### src/rtl/instruction_fetch_unit.sv
// rtl/instruction_fetch_unit.sv - fetch stage: owns PC, fills the IR toward decode, handles redirect and HALT
module instruction_fetch_unit #(
   parameter int unsigned ADDR_W      = 8,
   parameter int unsigned PROG_DEPTH  = 128,
   parameter logic [3:0]  HALT_OPCODE = 4'b1111,
   parameter int unsigned CNT_W       = 16
) (
   input  logic              clk,
   input  logic              rst_n,
   input  logic              start,
   input  logic [1:0]        programSelectIn,
   output logic [ADDR_W-1:0] address,
   output logic [1:0]        programSelect,
   input  logic [15:0]       instruction,
   output logic [15:0]       irInstruction,
   output logic [ADDR_W-1:0] irPc,
   output logic              irValid,
   input  logic              decodeReady,
   input  logic              branchValid,
   input  logic [ADDR_W-1:0] branchTarget,
   output logic              running,
   output logic              halted,
   output logic [CNT_W-1:0]  fetchCount
);

   typedef enum logic [1:0] {IDLE, FETCH, HALTED} state_t;

   localparam logic [ADDR_W-1:0] LAST_PC = ADDR_W'(PROG_DEPTH - 1);

   state_t            state, state_nx;
   logic [ADDR_W-1:0] pc, pc_nx;
   logic [1:0]        sel_nx;
   logic [15:0]       ir_nx;
   logic [ADDR_W-1:0] ir_pc_nx;
   logic              ir_valid_nx;
   logic [CNT_W-1:0]  count_nx;
   logic              transfer;
   logic              slot_free;

   assign transfer  = irValid && decodeReady;
   assign slot_free = !irValid || decodeReady;
   assign address   = pc;
   assign running   = (state == FETCH);
   assign halted    = (state == HALTED);

   always_ff @(posedge clk or negedge rst_n) begin
      if (!rst_n) begin
         state         <= IDLE;
         pc            <= '0;
         programSelect <= '0;
         irInstruction <= '0;
         irPc          <= '0;
         irValid       <= 1'b0;
         fetchCount    <= '0;
      end else begin
         state         <= state_nx;
         pc            <= pc_nx;
         programSelect <= sel_nx;
         irInstruction <= ir_nx;
         irPc          <= ir_pc_nx;
         irValid       <= ir_valid_nx;
         fetchCount    <= count_nx;
      end
   end

   always_comb begin
      state_nx    = state;
      pc_nx       = pc;
      sel_nx      = programSelect;
      ir_nx       = irInstruction;
      ir_pc_nx    = irPc;
      ir_valid_nx = irValid;
      count_nx    = fetchCount;

      // Counting is independent of whatever else the stage does this cycle.
      if (transfer && (fetchCount != '1))
         count_nx = fetchCount + 1'b1;

      if (start) begin
         state_nx    = FETCH;
         pc_nx       = '0;
         sel_nx      = programSelectIn;
         ir_valid_nx = 1'b0;
      end else begin
         unique case (state)
            FETCH: begin
               if (branchValid) begin
                  pc_nx       = ADDR_W'(32'(branchTarget) % 32'(PROG_DEPTH));
                  ir_valid_nx = 1'b0;
               end else if (slot_free) begin
                  ir_nx       = instruction;
                  ir_pc_nx    = pc;
                  ir_valid_nx = 1'b1;
                  if (instruction[15:12] == HALT_OPCODE)
                     state_nx = HALTED;
                  else
                     pc_nx = (pc == LAST_PC) ? '0 : pc + 1'b1;
               end
            end
            HALTED: begin
               if (transfer)
                  ir_valid_nx = 1'b0;
            end
            default: ;
         endcase
      end
   end

endmodule

### config.mk
export PLATFORM = sky130hd
export DESIGN_NAME = instruction_fetch_unit
export DESIGN_NICKNAME = d
export VERILOG_FILES = /design/src/rtl/instruction_fetch_unit.sv
export SDC_FILE = /design/constraint.sdc
export NUM_CORES = 1
export LEC_CHECK = 0
export CAP_MARGIN = 10
export CORE_MARGIN = 4
export CORE_UTILIZATION = 46
export DETAILED_ROUTE_END_ITERATION = 16
export GPL_ROUTABILITY_DRIVEN = 0
export PLACE_DENSITY_LB_ADDON = 0.08
export RECOVER_POWER = 100
export SKIP_CTS_REPAIR_TIMING = 1
export SYNTH_ARGS = -nofsm -noshare
export SYNTH_HDL_FRONTEND = slang
export SYNTH_SLANG_ARGS = --single-unit
### constraint.sdc
create_clock -name clk -period 2 [get_ports clk]
set_input_delay 0.4 -clock clk [delete_from_list [all_inputs] [get_ports clk]]
set_output_delay 0.4 -clock clk [all_outputs]
set_load 0.05 [all_outputs]
==> metrics.md, run 1 <==
| Metric | Value |
|---|---|
| Met2 Resource Use GR | `31.7%` |
| Hold path start | `fetchCount[9]` |
| WL per Instance | `15.6 um` |
| Startpoint types | `flop` |
| Post-route ant nets | `0` |
| Drt pass-1 iters | `4` |
| Num CTS Buffers | `5` |
| WP buf/inv | `1` |
| Syn nets | `243` |
| Worst slew pin tran | `0.862 ns` |
| Clock Latency Late Sink | `between 0.3 and 0.4 ns` |
| Status | `finished, final reports clean` |
| Crit share post-route | `between 90% and 100%` |
| Worst Reg-to-Reg Cells | `5` |
| # diodes | `0` |
| Relative slew slack | `42.5%` |
| Distinct cells, synth | `46` |
| CP top delay family | `buffers and inverters` |
| Setup Viol. Count Final | `0` |
| Origin of the critical flop-to-flop path | `fetchCount[7]` |
| Setup_tns | `0 ns` |
| Top_reg_cell synth | `dfrtp_1` |
| Final Util | `65.8%` |
| Row cnt | `26` |
| Die Y-Extent | `82.3 um` |
| Asr flop ratio synth | `between 90% and 100%` |
| Port bufs | `82` |
| I/O pin cnt | `84` |
| Gr busiest metal | `met2` |
| TritonCTS sink count | `53` |
| Total wire length | `5.93 mm` |
| Cell Pwr Density | `924 nW/um^2` |
| Dpl ws | `-0.00174 ns` |
| Fraction of the yosys area taken by sequential cells | `about 52%` |
| Slew Limit Fails | `0` |
| RSZ-0062 raised after global routing | `false` |
| Share of post-route cells with drive strength above 1 | `18.8%` |
| GRT Overall Usage | `18.7%` |
| Global routing usage on met1 | `a little under a quarter` |
| Fill cells | `467` |
| Global-route met3 utilization | `under 10%` |
| Critical path class | `flop to output pin` |
| Initial antenna violation count | `0` |
| Worst Hold Path Cells | `1` |
| Worst path slowest cell | `clkdlybuf4s50_1` |
| Vias in the first global route | `2014` |
| Via count | `2032` |
| CTS tree | `done` |
| Minimum clock period after layout | `1.94 ns` |
| Max stage delay on crit path | `0.82 ns` |
| EDFF count, synth | `0` |
| Core area | `~5200 um^2` |
| Leak pwr | `1.51 nW` |
| HP Class | `flop to flop` |
| Initial Util | `48.5%` |
| Avg Inst Size Synth | `12.1 um^2` |
| Max FO, Critical Path | `4` |
| DPL Wire Length | `4.48 mm` |
| Grt total ovfl | `0` |
| Synth warn | `0` |
| Type of destination of the critical path | `output pin` |
| Clock-pin slew on the worst setup and hold paths | `0.11 ns` |
| Post-route DRC | `0` |
| DR vias/cell | `5.36` |
| Root buffer cell | `clkbuf_8` |
| Fin worst setup slack | `0.0580 ns` |
| FMAX | `a little over 0.5 GHz` |
| Finished Layout Cells | `379` |
| R2R Setup Slk | `~0.14 ns` |
| Overall die area | `6780 um^2` |
| Max rail drop VDD | `608 uV` |
| Syn Inst Count | `210` |
| Starting DRT DRC Count | `67` |
| Global-route wire length before repair | `about 9.7 mm` |
| Largest net degree at the start of global routing | `25` |
| Clock Path Buffers | `2` |
| Setup Skew | `0.0103 ns` |
| Max cap viols | `0` |
| Syn Std Cell Area | `2540 um^2` |
| Seq cells post-synth | `53` |
| Area delta synth->final | `35.6%` |
| Die width | `82.3 um` |
| Cells after DPL | `370` |
| Critical Path RT | `1.60 ns` |
| Worst flop-to-flop path endpoint | `fetchCount[14]` |
| Crit path from | `fetchCount[0]` |
| Critical path arrival | `between 1.5 and 2 ns` |
| Critical path cell sequence | `clkdlybuf4s50_1` |
| H-tree levels | `2` |
| # nets final | `around 340` |
| Final Hold Fails | `0` |
| Worst hold path endpoint | `fetchCount[9]` |
where the power goes:
group,switching [W],total [W],internal [W]
sequential,0.000132,0.00136,0.00123
clock,0.000377,0.000630,0.000254
combinational,0.000781,0.00119,0.000413
total,0.00129,0.00319,0.00190
flip-flops by register name (all words and copies together) (netlist names):
signal and cells:
address 8, fetchCount 16, programSelect 2, state 2, irInstruction 16, irValid 1
irPc 8
final cells by class:
cell class | instances | area [um^2] | area share (%)
clock buffer | 5 | 68.8 | 2.00
clock inverter | 3 | 25.0 | 0.726
inverter | 4 | 15.0 | 0.436
multi-input combinational | 145 | 1140 | 33.0
sequential | 53 | 1330 | 38.5
tap | 70 | 87.6 | 2.54
timing repair buffer | 99 | 786 | 22.8
how the worst max path moves through the flow:
stage	depth (start not counted)	end	slack (ns)
2_1_floorplan	5	fetchCount[14]	0.06
3_3_place_gp	6	address[2]	-0.04
3_5_place_dp	6	irInstruction[11]	-0.002
4_1_cts	1	fetchCount[2]	-0.02
5_1_grt	1	fetchCount[14]	0.002
6_report	1	fetchCount[0]	0.06
synth_stat cells, types with 3 or more instances:
library cell | number | area share, %
a211oi_1 | 6 | 1.8
nand3_1 | 5 | 0.98
mux2_2 | 28 | 12
dfrtp_1 | 53 | 52
o31ai_1 | 5 | 1.5
a22o_1 | 7 | 2.4
a21oi_1 | 7 | 1.4
nor2b_1 | 3 | 0.74
nand4_1 | 6 | 1.5
nor2_1 | 8 | 1.2
inv_1 | 4 | 0.59
o211ai_1 | 4 | 1.2
xor2_1 | 11 | 3.8
buf_2 | 4 | 0.79
nand2_1 | 17 | 2.5
layer usage:
metal	vias to the layer above	wire length, um
li1	973	-
met1	990	2470
met2	64	2950
met3	5	452
met4	0	49
met5	-	0
per-stage QoR:
stage	total power [W]	area, um^2	hold slack (ns)
2_1_floorplan	0.00215	2540	0.104
3_3_place_gp	0.00262	3500	0.328
3_5_place_dp	0.00264	3500	0.334
4_1_cts	0.00328	3590	-0.0159
5_1_grt	0.00333	3450	0.534
6_report	0.00319	3450	0.504
cells by family after synthesis:
| group | count (synthesis) | share of synthesized area [%] |
|---|---|---|
| and+or+nand+nor | 60 | 14.5 |
| DFF | 53 | 52.2 |
| AOI/OAI and AO/OA | 41 | 12.4 |
| muxes | 29 | 13.0 |
| xor gates and xnor gates | 13 | 4.48 |
| buffers and inverters | 12 | 2.56 |
| adders and majority gates | 2 | 0.984 |
cell usage in the layout, fill, tap and decap left out, drive strengths merged, types with 2 or more instances in the layout:
cell type      count
nor3b              2
buf               10
a22o               7
o21ai              3
dfrtp             53
a211oi             7
a2111oi            2
and4               2
ha                 2
a21oi              7
clkbuf            36
clkdlybuf4s50     53
and3               2
xnor2              2
o211ai             4
o31ai              5
nand2             17
nor4               2
mux2              29
nor2               8
nand3              5
dlygate4sd3        5
nand4              8
nor2b              3
and2               2
xor2              11
inv                5
nand2b             2
No activity file was read; power rests on OpenSTA's default activity.
==> inputs of run 2 (changes only) <==
--- a/config.mk
+++ b/config.mk
@@ -5,9 +5,10 @@
 export SDC_FILE = /design/constraint.sdc
 export NUM_CORES = 1
 export LEC_CHECK = 0
+export ABC_AREA = 1
 export CAP_MARGIN = 10
 export CORE_MARGIN = 4
-export CORE_UTILIZATION = 46
+export CORE_UTILIZATION = 47
 export DETAILED_ROUTE_END_ITERATION = 16
 export GPL_ROUTABILITY_DRIVEN = 0
 export PLACE_DENSITY_LB_ADDON = 0.08
==> run 2 against run 1 <==
Setup slack improved by 0.0037 ns. Via count up 28%. Final area up 3.8%. Critical path depth is the same. Cell count up 40%. Fmax up 0.19%. Synthesized area increased by 6.9%. Largest cell class unchanged.
==> metrics.md, run 2 <==
| Metric | Value |
|---|---|
| Critical path arrival | `1.54 ns` |
| Largest family of logic cells by synthesized area | `simple AND/OR/NAND/NOR gates` |
| Die Y-Extent | `84.1 um` |
| HP Class | `input pin to asynchronous set/reset pin` |
| Commonest non-fill, non-tap cells in the layout | `nand2_1 (148), dfrtp_1 (53), inv_1 (46)` |
| Multi-input gate area | `1160 um^2` |
| Fill cells | `between 500 and 600` |
| Drt pass-1 iters | `4` |
| Synth top area share | `48.8%` |
| CP Depth | `1` |
| EDFF count, synth | `0` |
| DPL Wire Length | `slightly below 5 mm` |
| Share of post-route cells with drive strength above 1 | `4.15%` |
| Setup Viol. Count Final | `0` |
| Root buffer cell | `clkbuf_8` |
| Synth Area in XOR/XNOR | `2.25%` |
| Clock-pin slew on the worst setup and hold paths | `approximately 0.090 ns` |
| Global-route met3 utilization | `4.44%` |
| H-tree levels | `2` |
| # nets final | `490` |
| Final Hold Fails | `0` |
| FMAX | `0.516 GHz` |
| Post-Synth Adder-Cell Area | `less than 1%` |
| Max cap viols | `0` |
| RSZ-0062 raised after global routing | `false` |
| Leak pwr | `between 1.5 and 2 nW` |
| TritonCTS sink count | `53` |
| Syn Std Cell Area | `between 2000 and 3000 um^2` |
| Post-synthesis compound-gate area fraction | `just under 8%` |
| GRT Overall Usage | `between 10% and 20%` |
| Max rail drop VDD | `457 uV` |
| Crit share post-route | `96.9%` |
| Critical Path RT | `1.60 ns` |
| Global routing usage on met1 | `27.2%` |
| Dpl ws | `0.0922 ns` |
| Critical path class | `flop to output pin` |
| Worst Reg-to-Reg Cells | `8` |
| Initial Util | `48.8%` |
| Slew Limit Fails | `0` |
| Fin worst setup slack | `0.0617 ns` |
| Syn Inst Count | `369` |
| Most common cell in the synthesized netlist | `nand2_1` |
| Type of destination of the critical path | `output pin` |
| Clock Latency Late Sink | `0.30 ns` |
| Total wire length | `6.45 mm` |
| Avg Inst Size Synth | `7.37 um^2` |
| Register area | `1330 um^2` |
| Critical path cell sequence | `dlygate4sd3_1` |
| Post-route ant nets | `0` |
| Initial antenna violation count | `0` |
| Cell Pwr Density | `between 800 and 900 nW/um^2` |
| Worst path slowest cell | `dlygate4sd3_1` |
| Mux cell area share after synthesis | `less than 1%` |
| Biggest regs | `fetchCount (16), irInstruction (16)` |
| DR vias/cell | `4.89` |
| Seq cells post-synth | `53` |
| CP top delay family | `buffers and inverters` |
| Global-route wire length before repair | `~11 mm` |
| WL per Instance | `approximately 12 um` |
| Starting DRT DRC Count | `136` |
| Clock Path Buffers | `2` |
| Met2 Resource Use GR | `30.7%` |
| Syn nets | `402` |
| Startpoint types | `flop` |
| # diodes | `0` |
| Total chip power | `0.00297 W` |
| Commonest non-fill, non-tap cell in the layout | `nand2_1` |
| Overall die area | `between 7000 and 8000 um^2` |
| Post-synth top area cell | `dfrtp_1` |
| Minimum clock period after layout | `slightly below 2 ns` |
| CTS tree | `done` |
| Distinct cells, synth | `23` |
| Post-Synth Simple-Gate Area | `32.0%` |
| Synth area leaders | `dfrtp_1 (49%), nand2_1 (20%), inv_1 (6.4%), o21ai_0 (5.9%), nor2_1 (4.8%)` |
| Post-route DRC | `0` |
| Relative slew slack | `1.79%` |
| Gr busiest metal | `met2` |
| Post-synth top cells | `nand2_1 (148), dfrtp_1 (53), inv_1 (46)` |
| Via count | `2592` |
| Largest net degree at the start of global routing | `50` |
| Setup Skew | `0.00453 ns` |
| Row cnt | `27` |
| Final Util | `64.2%` |
| Top_reg_cell synth | `dfrtp_1` |
| Fraction of the yosys area taken by sequential cells | `about half` |
| Area delta synth->final | `31.7%` |
| Max stage delay on crit path | `0.89 ns` |
| Port bufs | `82` |
| WP buf/inv | `1` |
| I/O pin cnt | `84` |
| Asr flop ratio synth | `100%` |
| Worst slew pin tran | `1.47 ns` |
| Num CTS Buffers | `5` |
| Vias in the first global route | `2425` |
| Hold slack | `between 0.4 and 0.5 ns` |
| Synth warn | `0` |
| Status | `finished, final reports clean` |
| Grt total ovfl | `0` |
| Max FO, Critical Path | `2` |
| Die width | `84.1 um` |
| Core area | `5570 um^2` |
[run 2: cell families after synthesis]
| family | count (synthesis) |
|---|---|
| flops | 53 |
| xor+xnor | 7 |
| buf+inv | 54 |
| compound gates | 39 |
| mux | 1 |
| simple gates | 213 |
| fa+ha+maj | 2 |
[run 2: where the power goes]
part | total (W) | switching, W | internal, W
logic | 0.00101 | 0.000701 | 0.000304
registers | 0.00131 | 0.000113 | 0.00120
clock network | 0.000655 | 0.000342 | 0.000313
total | 0.00297 | 0.00116 | 0.00181
[run 2: metrics by stage]
stage                     instance area (um^2)  cells  setup TNS (ns)
after floorplan                           2720    369               0
after global placement                    3600    520               0
after detailed placement                  3600    520               0
after CTS                                 3700    528        -0.00510
after global routing                      3580    530               0
final                                     3580    530               0
[run 2: metal layers]
metal | up-vias | wire (um)
met5 | - | 0
li1 | 1323 | -
met3 | 6 | 345
met1 | 1197 | 3140
met4 | 0 | 67
met2 | 66 | 2890
[run 2: worst register-to-register path, stage by stage (launching register included)]
cell,delay [ns]
dfrtp_1,0.42
ha_1,0.27
nand3_1,0.18
nor2_4,0.24
nand2_4,0.08
o21ai_2,0.24
buf_4,0.18
nand2_1,0.04
o21ai_0,0.07
[run 2: path summary, 6_finish.rpt]
kind	startpoint	slack [ns]	endpoint
setup reg to reg	fetchCount[1]	0.20	fetchCount[6]
max in group asynchronous	rst_n	0.71	programSelect[1]
hold / removal	rst_n	0.43	irInstruction[2]
setup / recovery	irInstruction[14]	0.06	irInstruction[14]
hold reg to reg	programSelect[1]	0.48	programSelect[1]
min in group clk	programSelect[1]	0.48	programSelect[1]
[run 2: final cells by class]
type / instances / area share (%)
sequential: 53 / 37.0
tap: 72 / 2.52
multi-input combinational: 262 / 32.5
timing repair buffer: 89 / 20.2
clock buffer: 7 / 2.69
clock inverter: 1 / 0.140
inverter: 46 / 4.82
==> inputs of run 3 (changes only) <==
--- a/config.mk
+++ b/config.mk
@@ -13,6 +13,7 @@
 export GPL_ROUTABILITY_DRIVEN = 0
 export PLACE_DENSITY_LB_ADDON = 0.08
 export RECOVER_POWER = 100
+export SETUP_SLACK_MARGIN = 0.1
 export SKIP_CTS_REPAIR_TIMING = 1
 export SYNTH_ARGS = -nofsm -noshare
 export SYNTH_HDL_FRONTEND = slang
==> constraint.sdc (replaced) <==
create_clock -name clk -period 2.2 [get_ports clk]
set_input_delay 0.44 -clock clk [delete_from_list [all_inputs] [get_ports clk]]
set_output_delay 0.44 -clock clk [all_outputs]
set_load 0.05 [all_outputs]
==> run 3 against run 2 <==
Via count fell by 2.0%. Core utilization rose by 1.3 points. Largest power group unchanged. Sequential power down 9%. Global-route usage fell by 0.50 points. Clock power increased by 6.0%. Sequential cell count unchanged. Clock skew grew 0.00082 ns. Clock-buffer cell count shrank 1. Critical path depth stayed put. First-iteration DRC count shrank 29%. Total power decreased by 6.5%.
==> metrics.md, run 3 (synthesis results as in run 2) <==
| Metric | Value |
|---|---|
| Dpl ws | `0.243 ns` |
| Num CTS Buffers | `5` |
| Clock-pin slew on the worst setup and hold paths | `0.10 ns` |
| Via count | `2540` |
| Slew Limit Fails | `0` |
| Clock Path Buffers | `2` |
| Max FO, Critical Path | `5` |
| WP buf/inv | `1` |
| Core area | `5570 um^2` |
| Overall die area | `7070 um^2` |
| Worst slew pin tran | `1.32 ns` |
| Clock Latency Late Sink | `0.30 ns` |
| Vias in the first global route | `2430` |
| Global-route wire length before repair | `11.2 mm` |
| Finished Layout Cells | `526` |
| Critical path cell sequence | `dlygate4sd3_1` |
| Setup Viol. Count Final | `0` |
| Starting DRT DRC Count | `96` |
| Grt total ovfl | `0` |
| Total wire length | `roughly 6.5 mm` |
| DPL Wire Length | `4.90 mm` |
| Cell Pwr Density | `761 nW/um^2` |
| Gr busiest metal | `met2` |
| Placed Area | `3630 um^2` |
| Cells after DPL | `~520` |
| FMAX | `0.478 GHz` |
| H-tree levels | `2` |
| HP Class | `input pin to asynchronous set/reset pin` |
| Setup Skew | `0.00535 ns` |
| DR vias/cell | `roughly 4.8` |
| Critical path arrival | `1.65 ns` |
| Initial Util | `48.8%` |
| Die Y-Extent | `84.1 um` |
| Root buffer cell | `clkbuf_8` |
| Max rail drop VDD | `545 uV` |
| Type of destination of the critical path | `output pin` |
| CP top delay family | `buffers and inverters` |
| Setup_tns | `0 ns` |
| # diodes | `0` |
| Met2 Resource Use GR | `29.3%` |
| Worst path slowest cell | `dlygate4sd3_1` |
| Die width | `between 80 and 90 um` |
| Relative slew slack | `12.1%` |
| Crit share post-route | `a little over nine tenths` |
| Max stage delay on crit path | `0.90 ns` |
| GRT Overall Usage | `19.0%` |
| Critical path class | `flop to output pin` |
| Minimum clock period after layout | `between 2 and 2.5 ns` |
| Initial antenna violation count | `0` |
| Port bufs | `82` |
| Commonest non-fill, non-tap cell in the layout | `nand2_1` |
| I/O pin cnt | `84` |
| WL per Instance | `12.4 um` |
| Max cap viols | `0` |
| Status | `finished, final reports clean` |
| Global routing usage on met1 | `26.9%` |
| Global-route met3 utilization | `under 10%` |
| Largest net degree at the start of global routing | `50` |
| CTS tree | `done` |
| Final Util | `65.5%` |
| Critical Path RT | `1.76 ns` |
| TritonCTS sink count | `53` |
| Final Hold Fails | `0` |
| Share of post-route cells with drive strength above 1 | `2.86%` |
| Startpoint types | `flop` |
| # nets final | `approximately 500` |
| Commonest non-fill, non-tap cells in the layout | `nand2_1 (149), dfrtp_1 (53), inv_1 (46)` |
| Post-route DRC | `0` |
| Fin worst setup slack | `between 0.1 and 0.15 ns` |
| Final Instance Area | `3650 um^2` |
| Biggest regs | `fetchCount (16), irInstruction (16)` |
| RSZ-0062 raised after global routing | `false` |
| Leak pwr | `between 1.5 and 2 nW` |
| Drt pass-1 iters | `4` |
| Area delta synth->final | `34.3%` |
| Row cnt | `27` |
| Post-route ant nets | `0` |
run 3: cell count changes in the layout (fill, tap and decap cells not counted), moves of 2 or more:
cell,before,now
dlygate4sd3_1,11,44
buf_4,2,0
clkdlybuf4s50_1,44,29
buf_12,2,0
clkbuf_1,27,10
run 3: worst paths after layout:
path	from	endpoint	slack, ns	depth (start not counted)
min in group clk	programSelect[0]	programSelect[0]	0.47	2
hold / removal	rst_n	irInstruction[1]	0.40	1
max in group asynchronous	rst_n	irPc[0]	0.42	2
setup reg to reg	fetchCount[0]	fetchCount[5]	0.27	6
hold reg to reg	programSelect[0]	programSelect[0]	0.47	2
setup / recovery	address[7]	address[7]	0.11	1
run 3: metal layers:
| layer | wire length, um | part of all wire, % |
|---|---|---|
| met2 | 2870 | 44 |
| met3 | 354 | 5.4 |
| met4 | 76 | 1.2 |
| met1 | 3240 | 49 |
| met5 | 0 | 0 |
run 3: metrics by stage:
step,hold WS (ns),power (W)
detailed placement,0.462,0.00219
CTS,0.142,0.00288
global placement,0.455,0.00217
finish,0.401,0.00278
global route,0.505,0.00292
floorplan,0.144,0.00181
run 3: layout make-up:
class / count / area, um^2
Clock buffer: 6 / 82.6
Clock inverter: 2 / 37.5
Fill cell: 538 / 1920
Inverter: 46 / 173
Multi-Input combinational cell: 262 / 1160
Sequential cell: 53 / 1330
Tap cell: 72 / 90.1
Timing Repair Buffer: 85 / 778
run 3: power by group:
group / internal, W / switching (W) / leakage (nW)
sequential: 0.00109 / 0.000101 / 0.691
combinational: 0.000268 / 0.000627 / 1.11
clock: 0.000370 / 0.000324 / 0.0574
total: 0.00173 / 0.00105 / 1.86
